--- config.mk ---
export PLATFORM = sky130hd
export DESIGN_NAME = des_key_sched_seq
export DESIGN_NICKNAME = d
export VERILOG_FILES = /design/src/rtl/des_key_sched_seq.sv
export SDC_FILE = /design/constraint.sdc
export NUM_CORES = 1
export LEC_CHECK = 0
export BUFFER_PORTS_ARGS = -buffer_cell sky130_fd_sc_hd__buf_2
export CAP_MARGIN = 15
export CELL_PAD_IN_SITES_DETAIL_PLACEMENT = 2
export CELL_PAD_IN_SITES_GLOBAL_PLACEMENT = 2
export CORE_ASPECT_RATIO = 0.5
export CORE_MARGIN = 5
export CORE_UTILIZATION = 26
export CTS_CLUSTER_DIAMETER = 120
export CTS_CLUSTER_SIZE = 40
export DETAILED_ROUTE_END_ITERATION = 10
export MAX_ROUTING_LAYER = met4
export PLACE_DENSITY_LB_ADDON = 0.2
export RECOVER_POWER = 25
export SYNTH_ARGS = -nofsm -noshare
export SYNTH_HDL_FRONTEND = slang
export SYNTH_SLANG_ARGS = --single-unit
--- constraint.sdc ---
create_clock -name clk -period 2.9 [get_ports clk]
set_clock_uncertainty 0.1 [all_clocks]
set_input_delay 0.145 -clock clk [delete_from_list [all_inputs] [get_ports clk]]
set_output_delay 0.145 -clock clk [all_outputs]
set_load 0.02 [all_outputs]
--- src/rtl/des_key_sched_seq.sv ---
// rtl/des_key_sched_seq.sv - sequential DES round-key generator, K1..K16 or K16..K1 by handshake
module des_key_sched_seq (
    input  logic         clk,
    input  logic         rst,
    input  logic         start,
    input  logic         decrypt,
    input  logic [64:1]  key,
    input  logic         key_ready,
    output logic         key_valid,
    output logic [48:1]  round_key,
    output logic [3:0]   round_idx,
    output logic         busy,
    output logic         done
);

    typedef enum logic {S_IDLE, S_RUN} state_t;

    localparam int PC1_TAB [56] = '{
        57, 49, 41, 33, 25, 17,  9,
         1, 58, 50, 42, 34, 26, 18,
        10,  2, 59, 51, 43, 35, 27,
        19, 11,  3, 60, 52, 44, 36,
        63, 55, 47, 39, 31, 23, 15,
         7, 62, 54, 46, 38, 30, 22,
        14,  6, 61, 53, 45, 37, 29,
        21, 13,  5, 28, 20, 12,  4
    };

    localparam int PC2_TAB [48] = '{
        14, 17, 11, 24,  1,  5,
         3, 28, 15,  6, 21, 10,
        23, 19, 12,  4, 26,  8,
        16,  7, 27, 20, 13,  2,
        41, 52, 31, 37, 47, 55,
        30, 40, 51, 45, 33, 48,
        44, 49, 39, 56, 34, 53,
        46, 42, 50, 36, 29, 32
    };

    // Bit r set when the encrypt schedule shifts by two entering 1-based round r+1.
    localparam logic [15:0] SHIFT2 = 16'h7EFC;

    // DES numbers bits from 1 at the MSB, so DES bit n of a W-bit vector is [W+1-n].
    function automatic logic [56:1] pc1(input logic [64:1] k);
        logic [56:1] r;
        r = '0;
        for (int i = 0; i < 56; i++) begin
            r[56 - i] = k[65 - PC1_TAB[i]];
        end
        return r;
    endfunction

    function automatic logic [48:1] pc2(input logic [56:1] cd);
        logic [48:1] r;
        r = '0;
        for (int i = 0; i < 48; i++) begin
            r[48 - i] = cd[57 - PC2_TAB[i]];
        end
        return r;
    endfunction

    function automatic logic [28:1] rotl(input logic [28:1] x, input logic two);
        return two ? {x[26:1], x[28:27]} : {x[27:1], x[28]};
    endfunction

    function automatic logic [28:1] rotr(input logic [28:1] x, input logic two);
        return two ? {x[2:1], x[28:3]} : {x[1], x[28:2]};
    endfunction

    state_t      state_q, state_d;
    logic        dec_q, dec_d;
    logic [28:1] c_half_q, c_half_d;
    logic [28:1] d_half_q, d_half_d;
    logic [3:0]  idx_q, idx_d;
    logic        done_q, done_d;

    logic [56:1] key_pc1;
    logic [3:0]  idx_next;
    logic [3:0]  shift_sel;
    logic        shift_two;

    always_ff @(posedge clk or posedge rst) begin
        if (rst) begin
            state_q  <= S_IDLE;
            dec_q    <= 1'b0;
            c_half_q <= '0;
            d_half_q <= '0;
            idx_q    <= '0;
            done_q   <= 1'b0;
        end else begin
            state_q  <= state_d;
            dec_q    <= dec_d;
            c_half_q <= c_half_d;
            d_half_q <= d_half_d;
            idx_q    <= idx_d;
            done_q   <= done_d;
        end
    end

    always_comb begin
        state_d   = state_q;
        dec_d     = dec_q;
        c_half_d  = c_half_q;
        d_half_d  = d_half_q;
        idx_d     = idx_q;
        done_d    = 1'b0;
        key_pc1   = pc1(key);
        idx_next  = idx_q + 4'd1;
        // Decrypt walks the shift table backwards: entering round n+1 uses entry 16-n (mod 16).
        shift_sel = dec_q ? (4'd0 - idx_next) : idx_next;
        shift_two = SHIFT2[shift_sel];

        case (state_q)
            S_IDLE: begin
                if (start) begin
                    state_d = S_RUN;
                    dec_d   = decrypt;
                    idx_d   = '0;
                    if (decrypt) begin
                        c_half_d = key_pc1[56:29];
                        d_half_d = key_pc1[28:1];
                    end else begin
                        c_half_d = rotl(key_pc1[56:29], 1'b0);
                        d_half_d = rotl(key_pc1[28:1], 1'b0);
                    end
                end
            end
            S_RUN: begin
                if (key_ready) begin
                    if (idx_q == 4'd15) begin
                        state_d = S_IDLE;
                        done_d  = 1'b1;
                        idx_d   = '0;
                    end else begin
                        idx_d = idx_next;
                        if (dec_q) begin
                            c_half_d = rotr(c_half_q, shift_two);
                            d_half_d = rotr(d_half_q, shift_two);
                        end else begin
                            c_half_d = rotl(c_half_q, shift_two);
                            d_half_d = rotl(d_half_q, shift_two);
                        end
                    end
                end
            end
            default: state_d = S_IDLE;
        endcase
    end

    assign key_valid = (state_q == S_RUN);
    assign busy      = (state_q == S_RUN);
    assign round_idx = idx_q;
    assign done      = done_q;
    assign round_key = key_valid ? pc2({c_half_q, d_half_q}) : '0;

endmodule

==> results.sh, run 1 <==
export IMPL_status="finished, violations left"
export IMPL_violations="max-capacitance violations, max-slew violations"
export IMPL_instances_no_fill=1134
export IMPL_synth_cell_types=42
export IMPL_power_frac_comb_pct=67.6
export IMPL_p_leak_uw=0.00279
export IMPL_fin_ws_ns=0.0895
export IMPL_irDropWorstVdd_mv=0.591
export IMPL_routed_wl_um=25300
export IMPL_worst_pin_slew_ns=1.88
export IMPL_synth_ff_type="dfrtp_1"
export IMPL_period_share_pct=96.9
export IMPL_yosys_warnings=0
export IMPL_port_buffers=115
export IMPL_setup_violations=0
export IMPL_cts_made_buffers=9
export IMPL_die_x_um=222
export IMPL_yosysSeqAreaShare_pct=27.0
export IMPL_clkPwrFrac_pct=11.6
export IMPL_r2r_cells=7
export IMPL_grt_pass1_vias=7035
export IMPL_seq_power_share_pct=20.8
export IMPL_crit_arrival_ns=2.92
export IMPL_drtPass1Iterations=4
export IMPL_maxCapViolations=1
export IMPL_synth_area_leader_cell="dfrtp_1"
export IMPL_rsz0062_at_grt="no"
export IMPL_switching_power_uw=4680
export IMPL_syn_avg_cell_area_sq_um=7.92
export IMPL_placed_cells=1114
export IMPL_synthTopCellsByArea="dfrtp_1 (27%), a211oi_1 (13%), mux2i_1 (11%)"
export IMPL_dieArea_sq_um=25700
export IMPL_slew_headroom_pct=-25.1
export IMPL_rows=38
export IMPL_layout_common_cells="nor2_1 (123), buf_2 (114), a211oi_1 (104), mux2i_1 (64), nand2_1 (63)"
export IMPL_drc=0
export IMPL_drtIter0Drc=242
export IMPL_antenna_found_initial=0
export IMPL_synth_area_sq_um=5840
export IMPL_dieHeight_um=116
export IMPL_vias_per_cell=5.68
export IMPL_required_ns=3.01
export IMPL_grt_util_all_layers_pct=20.2
export IMPL_cts_max_level=3
export IMPL_worstSetupEndpointType="flop"
export IMPL_max_freq_mhz=356
export IMPL_hold_viol_final=0
export IMPL_tritoncts="built"
export IMPL_cts_root_buffer="clkbuf_16"
export IMPL_place_gp_congestion=0.787
export IMPL_nFillCells=2509
export IMPL_synth_cells=737
export IMPL_min_period_ns=2.81
export IMPL_postRouteAntennaNets=0
export IMPL_diodes=0
export IMPL_total_power_uw=8760
export IMPL_reg2reg_to="c_half_q[14]$_DFFE_PP0P_"
export IMPL_synth_edf_count=0
export IMPL_startpoint="round_idx[0]$_DFFE_PP0P_"
export IMPL_layout_commonest_cell="nor2_1"
export IMPL_path_clk_slew_ns=0.06
export IMPL_clockBufferDepth=2
export IMPL_clk_latency_ns=0.35
export IMPL_fin_hold_ws_ns=0.0309
export IMPL_nets=900
export IMPL_core_area_sq_um=21900
export IMPL_ios=124
export IMPL_netSwitchingFraction_pct=53.4
export IMPL_internal_power_uw=4080
export IMPL_min_path_type="in -> reg"
export IMPL_powerDensity_nw_per_um2=1220
export IMPL_drive_gt1_share_pct=23.3
export IMPL_synth_nets=807
export IMPL_slew_viol_final=64
export IMPL_r2r_slack_ns=0.09
export IMPL_dp_hpwl_um=17400
export IMPL_synthArstFlopShare_pct=100
export IMPL_critical_path_endpoint="c_half_q[14]$_DFFE_PP0P_"
export IMPL_grt_pass1_wl_um=40400
export IMPL_reg2reg_from="round_idx[0]$_DFFE_PP0P_"
export IMPL_grt_ovfl_total=0
export IMPL_setup_tns_ns=0
export IMPL_routedWlPerCell_um=22.3
export IMPL_worstPathMaxFanout=47
export IMPL_start_kind="flop"
export IMPL_worst_hold_path_num_cells=3
export IMPL_post_place_ws_ns=0.0308
export IMPL_crit_type="reg -> reg"
export IMPL_start_util_pct=26.7
export IMPL_cts_sinks=63
export IMPL_grt_max_degree=105
export IMPL_area_growth_syn_to_layout_pct=23.0
export IMPL_synth_seq_cells=63
export IMPL_synth_top_area_share_pct=27.0
export IMPL_vias=6436
==> through the flow <==
stage | area, sq um | utilization, %
after detailed placement | 6880 | 31.5
after floorplan | 5840 | -
after CTS | 7150 | 32.7
after global placement | 6880 | 31.5
after global routing | 7180 | 32.8
final | 7180 | 32.8
==> how the worst min path moves through the flow <==
stage,startpoint,endpoint,slack (ns)
5_1_grt,key_ready,round_idx[2]$_DFFE_PP0P_,0.04
2_1_floorplan,start,busy$_DFF_PP0_,0.20
4_1_cts,key_ready,round_idx[2]$_DFFE_PP0P_,0.02
3_3_place_gp,rst,d_half_q[9]$_DFFE_PP0P_,0.16
6_report,key_ready,round_idx[2]$_DFFE_PP0P_,0.03
3_5_place_dp,rst,d_half_q[8]$_DFFE_PP0P_,0.17
==> critical path, cell delays in order (launching register included) <==
cell and delay [ns]:
dfrtp_1 0.38, ha_2 0.35, or3_1 0.39, a211oi_4 0.41, nor3_4 0.13, buf_12 0.21, a2111oi_0 0.54, a211oi_1 0.10
==> power groups by stage <==
stage                     sequential (uW)  combinational, uW  clock, uW
after floorplan                      1660               3910          0
after global placement               1830               5720          0
after detailed placement             1840               5850          0
after CTS                            1830               5890       1040
after global routing                 1900               6430       1080
final                                1830               5920       1010
==> registers in the layout (all words and copies together) (netlist names) <==
register	count
dec_q	1
c_half_q	28
busy	1
d_half_q	28
done	1
round_idx	4
==> final cells by class <==
class                           instances  area, sq um  area share [%]
Inverter                               14         52.6           0.732
Sequential cell                        63         1580            22.0
Timing Repair Buffer                  160         1030            14.4
Clock inverter                          2         10.0           0.139
Tap cell                              300          375            5.23
Clock buffer                           13          240            3.35
Multi-Input combinational cell        582         3890            54.2
==> repair_timing <==
item / CTS / global route
hold endpoints to repair: 64 / 0
resized for setup: 0 / 9
hold buffers: 2 / 0
endpoints found under the setup margin: 0 / 23
setup buffers: 0 / 3
==> Yosys cell counts (14+ instances only) <==
cell and number:
clkbuf_1 48, a211oi_1 104, nor2_1 123, o211ai_1 15, nand2_1 64, and2_1 38
and4_1 14, o21ai_0 46, a2111oi_0 33, dfrtp_1 63, mux2i_1 64, buf_2 20
inv_1 14, a221oi_1 14
==> per-layer routing <==
layer / up-vias / global-route usage [%] / routed length, um
li1: 2996 / - / -
met1: 3331 / 26.2 / 12400
met2: 89 / 34.1 / 12100
met3: 20 / 3.59 / 616
met4: 0 / 3.53 / 225
met5: - / - / 0
==> cells by family after synthesis <==
logic type               after synthesis  synth area share [%]
AO/OA/AOI/OAI                        246                  32.3
adder cells (fa/ha/maj)                1                 0.214
AND/OR/NAND/NOR                      269                  22.0
buffers and inverters                 92                  7.05
multiplexers                          66                  11.4
flip-flops                            63                  27.0
Power figures use the tool's default switching activity.
==> run 2: changes to the inputs <==
--- a/config.mk
+++ b/config.mk
@@ -15,9 +15,11 @@
 export CTS_CLUSTER_DIAMETER = 120
 export CTS_CLUSTER_SIZE = 40
 export DETAILED_ROUTE_END_ITERATION = 10
+export GPL_TIMING_DRIVEN = 0
 export MAX_ROUTING_LAYER = met4
 export PLACE_DENSITY_LB_ADDON = 0.2
 export RECOVER_POWER = 25
+export SKIP_LAST_GASP = 1
 export SYNTH_ARGS = -nofsm -noshare
 export SYNTH_HDL_FRONTEND = slang
 export SYNTH_SLANG_ARGS = --single-unit
==> results.sh, run 2 (synthesized netlist as in run 1, its figures left out) <==
export IMPL_vias=6863
export IMPL_start_kind="flop"
export IMPL_status="complete, no violations"
export IMPL_rsz0062_at_grt="no"
export IMPL_setup_violations=0
export IMPL_crit_arrival_ns=2.58
export IMPL_nets=947
export IMPL_core_area_sq_um=21900
export IMPL_postRouteAntennaNets=0
export IMPL_final_core_util_pct=33.4
export IMPL_max_freq_mhz=354
export IMPL_layout_common_cells="buf_2 (135), nor2_1 (123), a211oi_1 (100), nand2_1 (64), mux2i_1 (64)"
export IMPL_postPlaceCellArea_sq_um=6820
export IMPL_path_delay_family="buffers and inverters"
export IMPL_min_path_type="in -> reg"
export IMPL_critPathSlowestCell="clkbuf_1"
export IMPL_layout_commonest_cell="buf_2"
export IMPL_clkPwrFrac_pct=12.0
export IMPL_area_growth_syn_to_layout_pct=25.2
export IMPL_p_leak_uw=0.00285
export IMPL_cts_sinks=63
export IMPL_die_x_um=222
export IMPL_grt_pass1_vias=7512
export IMPL_cts_root_buffer="clkbuf_16"
export IMPL_irDropWorstVdd_mv=0.422
export IMPL_drtPass1Iterations=5
export IMPL_cts_max_level=3
export IMPL_cts_made_buffers=9
export IMPL_fin_hold_ws_ns=0.0311
export IMPL_grt_ovfl_total=0
export IMPL_min_period_ns=2.82
export IMPL_place_gp_congestion=0.898
export IMPL_placed_cells=1152
export IMPL_setup_tns_ns=0
export IMPL_worstSetupEndpointType="primary output"
export IMPL_drive_gt1_share_pct=24.7
export IMPL_ios=124
export IMPL_clockBufferDepth=2
export IMPL_critPathBufInv=4
export IMPL_required_ns=2.65
export IMPL_design_area_sq_um=7310
export IMPL_nFillCells=2608
export IMPL_worst_pin_slew_ns=1.33
export IMPL_routed_wl_um=31500
export IMPL_powerDensity_nw_per_um2=1280
export IMPL_clk_latency_ns=0.35
export IMPL_crit_chain="clkbuf_2 > clkbuf_1 > clkbuf_1 > and2_1 > buf_2"
export IMPL_start_util_pct=26.7
export IMPL_drc=0
export IMPL_drtIter0Drc=449
export IMPL_dp_hpwl_um=22900
export IMPL_internal_power_uw=4150
export IMPL_power_frac_comb_pct=68.2
export IMPL_dieHeight_um=116
export IMPL_worstPathMaxFanout=10
export IMPL_tritoncts="built"
export IMPL_path_clk_slew_ns=0.05
export IMPL_crit_top_cell="clkbuf_1"
export IMPL_grt_max_degree=42
export IMPL_dieArea_sq_um=25700
export IMPL_period_share_pct=97.3
export IMPL_instances_no_fill=1180
export IMPL_diodes=0
export IMPL_slew_viol_final=0
export IMPL_vias_per_cell=5.82
export IMPL_antenna_found_initial=0
export IMPL_grt_util_all_layers_pct=24.9
export IMPL_rows=38
export IMPL_critPathMaxStageDelay_ns=0.53
export IMPL_switching_power_uw=5220
export IMPL_netSwitchingFraction_pct=55.7
export IMPL_routedWlPerCell_um=26.7
export IMPL_grt_pass1_wl_um=47500
export IMPL_slew_headroom_pct=11.4
export IMPL_seq_power_share_pct=19.8
export IMPL_hold_viol_final=0
export IMPL_port_buffers=114
export IMPL_maxCapViolations=0
export IMPL_crit_type="reg -> out"
-- run 2: changes by cell type in the layout (fill, tap and decap cells not counted), sizes merged --
cell         delta
clkinvlp        +1
dlygate4sd3     -1
clkinv          -2
buf             +3
clkbuf         +46
inv             -1
-- run 2: tightest hold or removal path, stage by stage --
cell	delay, ns
buf_2	0.10
nor2_1	0.06
nor2_1	0.12
-- run 2: repair_timing --
item,4_1_cts,5_1_grt
setup endpoints to repair,80,59
hold buffers,1,0
buffers inserted,8,5
hold endpoints to repair,22,0
gates resized for setup,14,50
pin swaps,4,2
cloned,0,0
-- run 2: path summary, 6_finish.rpt --
path / endpoint / cells past startpoint / slack (ns) / startpoint
worst max-delay path: round_key[4] / 5 / 0.08 / busy$_DFF_PP0_
worst min-delay path: busy$_DFF_PP0_ / 3 / 0.03 / start
worst max register to register: d_half_q[21]$_DFFE_PP0P_ / 9 / 0.11 / round_idx[0]$_DFFE_PP0P_
worst min register to register: c_half_q[15]$_DFFE_PP0P_ / 2 / 0.47 / c_half_q[16]$_DFFE_PP0P_
max in group asynchronous: c_half_q[11]$_DFFE_PP0P_ / 4 / 0.39 / rst
min in group asynchronous: round_idx[0]$_DFFE_PP0P_ / 3 / 0.49 / rst
-- run 2: area by class of cell --
| type | instances | area (sq um) | area share [%] |
|---|---|---|---|
| clock buffers | 14 | 284 | 3.89 |
| well taps | 300 | 375 | 5.14 |
| flip-flops and latches | 63 | 1580 | 21.6 |
| inverters | 14 | 53.8 | 0.736 |
| repair buffers | 129 | 696 | 9.52 |
| plain buffers | 78 | 392 | 5.36 |
| multi-input cells | 582 | 3930 | 53.8 |
-- run 2: power groups by stage --
stage / Clock [uW] / Combinational, uW / Sequential (uW)
floorplan: 0 / 3910 / 1660
global placement: 0 / 5880 / 1840
detailed placement: 0 / 5990 / 1850
CTS: 1120 / 6200 / 1840
global route: 1160 / 6830 / 1910
finish: 1120 / 6390 / 1850
-- run 2: stage by stage --
stage / total power, uW / setup slack [ns]
global route: 9900 / 0.00463
CTS: 9160 / 0.00354
floorplan: 5570 / 0.265
finish: 9360 / 0.0770
detailed placement: 7840 / -0.703
global placement: 7720 / -0.636
-- run 2: metal layers --
metal | share of wire, % | global-route usage (%) | vias to the layer above
met5 | 0 | - | -
met4 | 1.4 | 5.62 | 0
met3 | 4.4 | 5.06 | 28
met2 | 45 | 39.2 | 195
met1 | 49 | 33.5 | 3556
li1 | - | - | 3084
